===== src/rtl/mc_pkg.sv =====
// Shared encodings for the multicycle controller: FSM states, opcodes, funct
// codes, ALUOp and ALUControl values.
package mc_pkg;

    typedef enum logic [3:0] {
        S_FETCH   = 4'd0,
        S_DECODE  = 4'd1,
        S_MEMADR  = 4'd2,
        S_MEMRD   = 4'd3,
        S_MEMWB   = 4'd4,
        S_MEMWR   = 4'd5,
        S_EXECUTE = 4'd6,
        S_ALUWB   = 4'd7,
        S_BRANCH  = 4'd8,
        S_ADDIEX  = 4'd9,
        S_ADDIWB  = 4'd10,
        S_JUMP    = 4'd11
    } state_t;

    typedef enum logic [1:0] {
        ALUOP_ADD   = 2'b00,
        ALUOP_SUB   = 2'b01,
        ALUOP_FUNCT = 2'b10
    } alu_op_t;

    localparam logic [5:0] OP_RTYPE = 6'b000000;
    localparam logic [5:0] OP_LW    = 6'b100011;
    localparam logic [5:0] OP_SW    = 6'b101011;
    localparam logic [5:0] OP_BEQ   = 6'b000100;
    localparam logic [5:0] OP_ADDI  = 6'b001000;
    localparam logic [5:0] OP_J     = 6'b000010;

    localparam logic [5:0] FUNCT_ADD = 6'b100000;
    localparam logic [5:0] FUNCT_SUB = 6'b100010;
    localparam logic [5:0] FUNCT_AND = 6'b100100;
    localparam logic [5:0] FUNCT_OR  = 6'b100101;
    localparam logic [5:0] FUNCT_SLT = 6'b101010;

    localparam logic [2:0] ALUCTL_ADD = 3'b010;
    localparam logic [2:0] ALUCTL_SUB = 3'b110;
    localparam logic [2:0] ALUCTL_AND = 3'b000;
    localparam logic [2:0] ALUCTL_OR  = 3'b001;
    localparam logic [2:0] ALUCTL_SLT = 3'b111;

    function automatic logic op_supported(input logic [5:0] op);
        return op inside {OP_RTYPE, OP_LW, OP_SW, OP_BEQ, OP_ADDI, OP_J};
    endfunction

endpackage


===== src/rtl/mc_controller_aludec.sv =====
// ALU decoder: maps ALUOp and the latched funct field onto the ALU control code.
module aludec
    import mc_pkg::*;
(
    input  logic [1:0] alu_op,
    input  logic [5:0] funct,
    output logic [2:0] alu_control
);

    always_comb begin
        // NOTE: every path of a combinational block must assign every output;
        // a default at the top is the simplest way to guarantee no latch.
        alu_control = ALUCTL_ADD;
        case (alu_op)
            ALUOP_SUB: alu_control = ALUCTL_SUB;
            ALUOP_FUNCT: begin
                case (funct)
                    FUNCT_ADD: alu_control = ALUCTL_ADD;
                    FUNCT_SUB: alu_control = ALUCTL_SUB;
                    FUNCT_AND: alu_control = ALUCTL_AND;
                    FUNCT_OR:  alu_control = ALUCTL_OR;
                    FUNCT_SLT: alu_control = ALUCTL_SLT;
                    default:   alu_control = ALUCTL_ADD;
                endcase
            end
            default: alu_control = ALUCTL_ADD;
        endcase
    end

endmodule


===== src/rtl/mc_controller.sv =====
// Multicycle MIPS-subset controller: Moore FSM plus latched op/funct fields,
// driving the datapath control lines one state per cycle.
module mc_controller
    import mc_pkg::*;
(
    input  logic        clk,
    input  logic        reset,
    input  logic [31:0] instr,
    input  logic        zero,
    output logic        PCEn,
    output logic        IorD,
    output logic        MemWrite,
    output logic        IRWrite,
    output logic        RegDst,
    output logic        MemtoReg,
    output logic        RegWrite,
    output logic        ALUSrcA,
    output logic [1:0]  ALUSrcB,
    output logic [1:0]  PCSrc,
    output logic [2:0]  ALUControl,
    output logic [3:0]  state,
    output logic        illegal
);

    state_t      current_state, next_state;
    logic [5:0]  op, funct;
    alu_op_t     alu_op;
    logic        pc_write, branch, ir_write, mem_write, reg_write, illegal_raw;
    logic        unused_instr_bits;

    assign unused_instr_bits = ^instr[25:6];

    // NOTE: clocked state uses non-blocking assignments so every register
    // samples pre-edge values regardless of statement order.
    always_ff @(posedge clk) begin
        if (reset) current_state <= S_FETCH;
        else       current_state <= next_state;
    end

    // The fetched word is only valid during FETCH, so decode runs off these copies.
    always_ff @(posedge clk) begin
        if (reset) begin
            op    <= 6'b000000;
            funct <= 6'b000000;
        end else if (current_state == S_FETCH) begin
            op    <= instr[31:26];
            funct <= instr[5:0];
        end
    end

    always_comb begin
        next_state = S_FETCH;
        case (current_state)
            S_FETCH:  next_state = S_DECODE;
            S_DECODE: begin
                case (op)
                    OP_LW, OP_SW: next_state = S_MEMADR;
                    OP_RTYPE:     next_state = S_EXECUTE;
                    OP_BEQ:       next_state = S_BRANCH;
                    OP_ADDI:      next_state = S_ADDIEX;
                    OP_J:         next_state = S_JUMP;
                    default:      next_state = S_FETCH;
                endcase
            end
            S_MEMADR:  next_state = (op == OP_SW) ? S_MEMWR : S_MEMRD;
            S_MEMRD:   next_state = S_MEMWB;
            S_EXECUTE: next_state = S_ALUWB;
            S_ADDIEX:  next_state = S_ADDIWB;
            default:   next_state = S_FETCH;
        endcase
    end

    always_comb begin
        pc_write    = 1'b0;
        branch      = 1'b0;
        ir_write    = 1'b0;
        mem_write   = 1'b0;
        reg_write   = 1'b0;
        illegal_raw = 1'b0;
        IorD        = 1'b0;
        RegDst      = 1'b0;
        MemtoReg    = 1'b0;
        ALUSrcA     = 1'b0;
        ALUSrcB     = 2'b00;
        PCSrc       = 2'b00;
        alu_op      = ALUOP_ADD;
        case (current_state)
            S_FETCH: begin
                ir_write = 1'b1;
                pc_write = 1'b1;
                ALUSrcB  = 2'b01;
            end
            S_DECODE: begin
                ALUSrcB     = 2'b11;
                illegal_raw = ~op_supported(op);
            end
            S_MEMADR, S_ADDIEX: begin
                ALUSrcA = 1'b1;
                ALUSrcB = 2'b10;
            end
            S_MEMRD: IorD = 1'b1;
            S_MEMWB: begin
                MemtoReg  = 1'b1;
                reg_write = 1'b1;
            end
            S_MEMWR: begin
                IorD      = 1'b1;
                mem_write = 1'b1;
            end
            S_EXECUTE: begin
                ALUSrcA = 1'b1;
                alu_op  = ALUOP_FUNCT;
            end
            S_ALUWB: begin
                RegDst    = 1'b1;
                reg_write = 1'b1;
            end
            S_BRANCH: begin
                ALUSrcA = 1'b1;
                alu_op  = ALUOP_SUB;
                PCSrc   = 2'b01;
                branch  = 1'b1;
            end
            S_ADDIWB: reg_write = 1'b1;
            S_JUMP: begin
                PCSrc    = 2'b10;
                pc_write = 1'b1;
            end
            default: ;
        endcase
    end

    // Write enables and the illegal pulse are held off for as long as reset is high.
    assign PCEn     = ~reset & (pc_write | (branch & zero));
    assign IRWrite  = ~reset & ir_write;
    assign MemWrite = ~reset & mem_write;
    assign RegWrite = ~reset & reg_write;
    assign illegal  = ~reset & illegal_raw;
    assign state    = current_state;

    aludec u_aludec (
        .alu_op      (alu_op),
        .funct       (funct),
        .alu_control (ALUControl)
    );

endmodule

===== config.mk =====
export PLATFORM = sky130hd
export DESIGN_NAME = mc_controller
export DESIGN_NICKNAME = d
export VERILOG_FILES = /design/src/rtl/mc_pkg.sv /design/src/rtl/mc_controller_aludec.sv /design/src/rtl/mc_controller.sv
export SDC_FILE = /design/constraint.sdc
export NUM_CORES = 1
export LEC_CHECK = 0
export ABC_AREA = 1
export CAP_MARGIN = 20
export CORE_UTILIZATION = 40
export CTS_CLUSTER_DIAMETER = 30
export DETAILED_ROUTE_END_ITERATION = 12
export PLACE_DENSITY = 0.89
export SYNTH_ARGS = -nofsm -noshare
export SYNTH_HDL_FRONTEND = slang
export SYNTH_SLANG_ARGS = --single-unit
export TNS_END_PERCENT = 30

===== constraint.sdc =====
create_clock -name clk -period 2.5 [get_ports clk]
set_input_delay 0.5 -clock clk [delete_from_list [all_inputs] [get_ports clk]]
set_output_delay 0.5 -clock clk [all_outputs]
set_load 0.05 [all_outputs]

## Word level (Yosys, flattened, before mapping)

Index checks and enable logic that the tools add are counted.
Widths: inputs -> output; s select.

| word-level totals | value |
|---|---|
| bits in registers | 16 |
| bits in latches | 0 |
| RAM bits | 0 |
| bits in read-only memories | 0 |
| bits of input ports | 35 |
| output and inout port bits | 20 |
| word-level logic and storage cells | 61 |
| memories kept | 0 |

| cells by class | value |
|---|---|
| add/subtract/negate cells | 0 |
| multipliers | 0 |
| divide/modulo/power cells | 0 |
| $lt $le $gt $ge | 0 |
| eq/ne operators | 22 |
| shift-type cells | 0 |
| mux-type cells | 18 |
| bitwise logic cells | 9 |
| reduce and logical (&&, ||, !) cells | 9 |

Operators by type and width:

| kind | count |
|---|---|
| $eq 6x6->1 const B | 6 |
| $pmux 4 s6 | 1 |
| $pmux 4 s5 | 1 |
| $eq 4x3->1 const B | 4 |
| $eq 4x4->1 const B | 4 |
| $pmux 3 s4 | 1 |
| $mux 1 | 10 |
| $eq 4x2->1 const B | 2 |
| $pmux 2 s2 | 2 |
| $reduce_or 2->1 | 4 |
| $and 1x1->1 | 6 |
| $eq 6x2->1 const B | 1 |
| $eq 6x3->1 const B | 1 |
| $eq 6x4->1 const B | 1 |
| $logic_not 6->1 | 1 |
| $pmux 2 s3 | 1 |
| $pmux 3 s2 | 1 |
| $reduce_bool 6->1 | 1 |
| $eq 4x1->1 const B | 1 |
| $logic_not 4->1 | 1 |
| $reduce_or 4->1 | 1 |
| $mux 3 | 1 |
| $reduce_or 3->1 | 1 |
| $eq 2x1->1 const B | 1 |
| other kinds (3) | 4 |

## Depth between registers and ports, before layout

| logic depth | value |
|---|---|
| word-level depth | 5 |
| gate-level depth with buffers | 8 |
| mapped depth without buffers | 8 |

## Hierarchy

From an unflattened synthesis, not the netlist that was laid out.

| unflattened totals | value |
|---|---|
| cell total of the unflattened synthesis | 175 |
| area, all modules | 1,037.2 um^2 |

By module, submodules not included:

| module | times used | cells each | area an instance (um^2) | sequential area each (um^2) |
|---|---|---|---|---|
| mc_controller | 1 | 138 | 863.3 | 320.3 |
| aludec | 1 | 37 | 173.9 | 0.0 |

## Least setup slack after synthesis

OpenSTA, ideal clock, no wires.

| timing | value |
|---|---|
| path kind | reg-to-output |
| start | register current_state[3] (netlist: state[3]) |
| end | output ALUControl[2] |
| arrival time | 3,212 ps |
| data required time | 2,000 ps |
| slack | -1,212 ps |
| stages on the path, launching flop included | 6 |
| path buffers | 0 |
| cells stage by stage | dfxtp_1 > nand2_1 > nor2_1 > inv_1 > ha_1 > o21ai_0 |

| between the ends | value |
|---|---|
| cells in the longest elaborated chain, start to end | 4 |
| elaborated cells on any way between the ends | 6 |
| classes of those cells | eq/ne (4); mux (2) |

RTL lines:

| item | RTL line | RTL |
|---|---|---|
| start, declared | mc_controller.sv:25 | `state_t current_state, next_state;` |
| start signal, assigned | mc_controller.sv:37 | `else current_state <= next_state;` |
| $eq 4x4->1 or $eq 4x3->1 (tied branches) | mc_controller.sv:87 | `case (current_state)` |
| $pmux 2 s2 (*) | mc_controller.sv:87 |  |
| $eq 2x2->1 or $eq 2x1->1 (tied branches) | mc_controller_aludec.sv:14 | `case (alu_op)` |
| $pmux 3 s2 (*) | mc_controller_aludec.sv:14 |  |
| end, declared | mc_controller.sv:20 | `output logic [2:0] ALUControl,` |

Mark *: on every way between the ends. The rest lies on a longest branch, timed or not.

## Worst setup path in the final report

| timing | value |
|---|---|
| start | register current_state[2] (netlist: state[2]) |
| end | output ALUControl[0] |

The elaborated chain is that of the path after synthesis.

==> flow_summary.ini <==
[worst_setup_path]
crit_required_ns = 2.00
worstRegToRegCells = 6
reg2reg_to = funct[1]$_SDFFE_PP0P_
r2r-start = state[1]$_SDFF_PP0_
cp_endpoint_kind = output port
setup.reg_to_reg.worst_slack_ns = 1.29
worstSetupPathType = reg2out
worst_ep_arrival_time_ns = 1.94
timing.critical_path.from_type = flop
crit_start = state[2]$_SDFF_PP0_
worst-path-max-fanout = 4
endpoint_of_the_worst_setup_timing_path = ALUControl[0]

[clock_tree]
numClockSinks = 16
root_buffer = sky130_fd_sc_hd__clkbuf_4
cts_hold_repair.buffers = 0
clock_latency_ns = 0.30
cts_buffers = 3
max-clock-path-buffers = 2
cts_tree = done
cts-htree-levels = 1
worst_path_clk_slew_ns = 0.10

[sta]
max_freq_mhz = 409.0
timing.max_slew.rel_slack = 0.6395
setup_viol = 0
slew_viol_final = 0
min_period_ns = 2.445
finalClockSkew_ns = 0.01045
hold_slack_ns = 0.5096
worstMarginPinSlew_ns = 0.5391
layout_worst_path_cycle_share = 0.9779
timing_hold_violations_final = 0

[pwr]
comb_power_share = 0.669
seq_power_share = 0.245
internal_power_uw = 951.4
switching_share = 0.5344
cellLeakagePower_nw = 0.6983
report.power.total_mw = 2.043
pwr_density_cell_nw_per_um2 = 1315
power_frac_clock = 0.086
net_switching_power_mw = 1.092
max-vdd-ir-drop_mv = 0.8164

[synth]
synth.yosys.seq_area_share = 0.3391
syn_inst = 151
mappedNetlistNets = 188
synthesis.area_um2 = 944.7
synth.ff_latch_count = 16
post-synth-top-area-cell = sky130_fd_sc_hd__dfxtp_1
netlist-cell-type-count = 20
synth_top_cells_by_area = sky130_fd_sc_hd__dfxtp_1 34%, sky130_fd_sc_hd__nor2_1 14%, sky130_fd_sc_hd__inv_1 7.9%
synth_area_per_cell_um2 = 6.256
yosys_warnings = 0
area_share_of_the_leading_cell_type_in_the_synthesized_netlist = 0.3391

[global_route]
grt_pass1_wl_mm = 3.884
grt_start_max_net_pins = 20
globalRoute.totalOverflow = 0
overall_routing_resource_usage = 0.2053
number_of_global_route_vias_before_repair = 934
initial_antenna_violation_count = 0

[floorplanning]
die-width_um = 50.60
die_y_um = 50.60
placementRows = 17
top_level_ports = 55
floorplan.initialDensity = 0.4270
die-area_um2 = 2560
coreArea_um2 = 2212

[placed_design]
place.port_buffers = 34
dp_hpwl_mm = 2.001
routabilityCongestion = 0.8880

[routing]
detail_route.wirelength_mm = 2.794
final_antenna_net_count = 0
wire_per_inst_um = 12.53
dr.pass1.iters = 4
drc = 0
total_vias_in_the_final_route = 1179
routed_via_density = 5.287
count_of_routing_violations_after_the_opening_detailed_route_iteration = 37

[cells_and_area]
syn_to_final_growth_pct = 64.50
num-nets-final = 233
drive_gt1_frac = 0.2359
number_of_diodes_added_for_antenna_fixing = 0

[min_path]
hold_path_class = reg2reg

[outcome]
outcome = complete, no violations

[job]
maxCapViolCount = 0
[cell usage in the layout (no fill, tap or decap), types with 3 or more instances in the layout]
| master | netlist | routed |
|---|---|---|
| sky130_fd_sc_hd__nor2_1 | 36 | 32 |
| sky130_fd_sc_hd__clkdlybuf4s50_1 | 0 | 23 |
| sky130_fd_sc_hd__inv_1 | 20 | 18 |
| sky130_fd_sc_hd__nand2_1 | 16 | 14 |
| sky130_fd_sc_hd__nand3_1 | 12 | 12 |
| sky130_fd_sc_hd__o21ai_1 | 12 | 12 |
| sky130_fd_sc_hd__dfxtp_1 | 16 | 12 |
| sky130_fd_sc_hd__a21oi_1 | 12 | 11 |
| sky130_fd_sc_hd__buf_4 | 1 | 11 |
| sky130_fd_sc_hd__buf_12 | 0 | 8 |
| sky130_fd_sc_hd__inv_2 | 4 | 5 |
| sky130_fd_sc_hd__nand4_1 | 5 | 5 |
| sky130_fd_sc_hd__o21ai_0 | 5 | 4 |
| sky130_fd_sc_hd__dfxtp_4 | 0 | 4 |
| sky130_fd_sc_hd__nand2_2 | 1 | 3 |
| sky130_fd_sc_hd__nor2_2 | 1 | 3 |
| sky130_fd_sc_hd__clkbuf_4 | 0 | 3 |
[cell families (layout without fill, tap and decap cells)]
kind of cell             count (synthesis)  in the layout  synth area share
adder cells (fa/ha/maj)                  2              2           0.02649
AND/OR/NAND/NOR                         74             74            0.3391
flip-flops                              16             16            0.3391
buffers and inverters                   27             71            0.1205
AO/OA/AOI/OAI                           32             32            0.1748
[cell usage after synthesis]
cell type	instances
sky130_fd_sc_hd__nand2_2	1
sky130_fd_sc_hd__nand2_4	1
sky130_fd_sc_hd__o21ai_1	12
sky130_fd_sc_hd__inv_2	4
sky130_fd_sc_hd__nand4_1	5
sky130_fd_sc_hd__nor2_2	1
sky130_fd_sc_hd__inv_1	20
sky130_fd_sc_hd__o21ai_0	5
sky130_fd_sc_hd__nor2_1	36
sky130_fd_sc_hd__buf_6	1
sky130_fd_sc_hd__nor3_1	2
sky130_fd_sc_hd__buf_2	1
sky130_fd_sc_hd__a21oi_1	12
sky130_fd_sc_hd__ha_1	2
sky130_fd_sc_hd__nand2_1	16
sky130_fd_sc_hd__o31ai_1	1
sky130_fd_sc_hd__nand3_1	12
sky130_fd_sc_hd__buf_4	1
sky130_fd_sc_hd__o22ai_1	2
sky130_fd_sc_hd__dfxtp_1	16
[state kept, by name, indices dropped and copies added (netlist names)]
name / count
funct: 6
op: 6
state: 4
[routing by layer]
metal	vias to the layer above	part of all wire	track usage
li1	587	-	-
met1	524	0.39	0.2073
met2	55	0.52	0.4044
met3	13	0.046	0.01818
met4	0	0.040	0.1111
met5	-	0	0
[what timing repair did]
action	in CTS	in global routing
setup buffers	0	6
endpoints found under the setup margin	2	3
gates resized for setup	2	5
pin swaps	2	3
[per-stage QoR]
stage | cells | setup WS [ns] | utilization | cell area [µm²] | setup TNS [ns]
floorplan | 151 | 0.01182 | - | 1001 | 0
detailed placement | 213 | 0.2425 | 0.6555 | 1450 | 0
CTS | 217 | 0.01770 | 0.6776 | 1499 | 0
finish | 223 | 0.05525 | 0.7025 | 1554 | 0
global route | 223 | -0.008251 | 0.7025 | 1554 | -0.008251
global placement | 213 | 0.3051 | 0.6555 | 1450 | 0
[worst min path at each step]
stage / start / to / slack (ns) / cells after the start
after floorplan: op[5]$_SDFFE_PP0P_ / op[5]$_SDFFE_PP0P_ / 0.45 / 2
after global placement: op[5]$_SDFFE_PP0P_ / op[5]$_SDFFE_PP0P_ / 0.46 / 2
after detailed placement: funct[5]$_SDFFE_PP0P_ / funct[5]$_SDFFE_PP0P_ / 0.48 / 2
after CTS: funct[5]$_SDFFE_PP0P_ / funct[5]$_SDFFE_PP0P_ / 0.49 / 2
after global routing: op[5]$_SDFFE_PP0P_ / op[5]$_SDFFE_PP0P_ / 0.52 / 2
final: op[3]$_SDFFE_PP0P_ / op[3]$_SDFFE_PP0P_ / 0.51 / 2
[power by group through the flow]
stage               Clock (mW)  Sequential (mW)  Combinational [mW]
floorplan                    0            0.554               0.862
global placement             0            0.490                1.26
detailed placement           0            0.501                1.30
CTS                      0.181            0.496                1.31
global route             0.185            0.516                1.46
finish                   0.176            0.500                1.37
[area by class of cell]
type	instances	area, µm²
fillers	176	658.1
multi-input cells	108	569.3
repair buffers	43	485.5
flip-flops and latches	16	335.3
inverters	24	92.59
clock buffers	4	36.28
well taps	28	35.03
[worst max-delay path, cell delays in order (launching register included)]
cell and delay [ns]:
sky130_fd_sc_hd__dfxtp_4 0.37, sky130_fd_sc_hd__inv_4 0.08, sky130_fd_sc_hd__nand2_2 0.09, sky130_fd_sc_hd__nor2_4 0.16
sky130_fd_sc_hd__inv_2 0.07, sky130_fd_sc_hd__ha_4 0.24, sky130_fd_sc_hd__inv_2 0.07, sky130_fd_sc_hd__nand4_1 0.20
sky130_fd_sc_hd__o22ai_4 0.20, sky130_fd_sc_hd__buf_12 0.16
(Power assumes the default switching activity.)
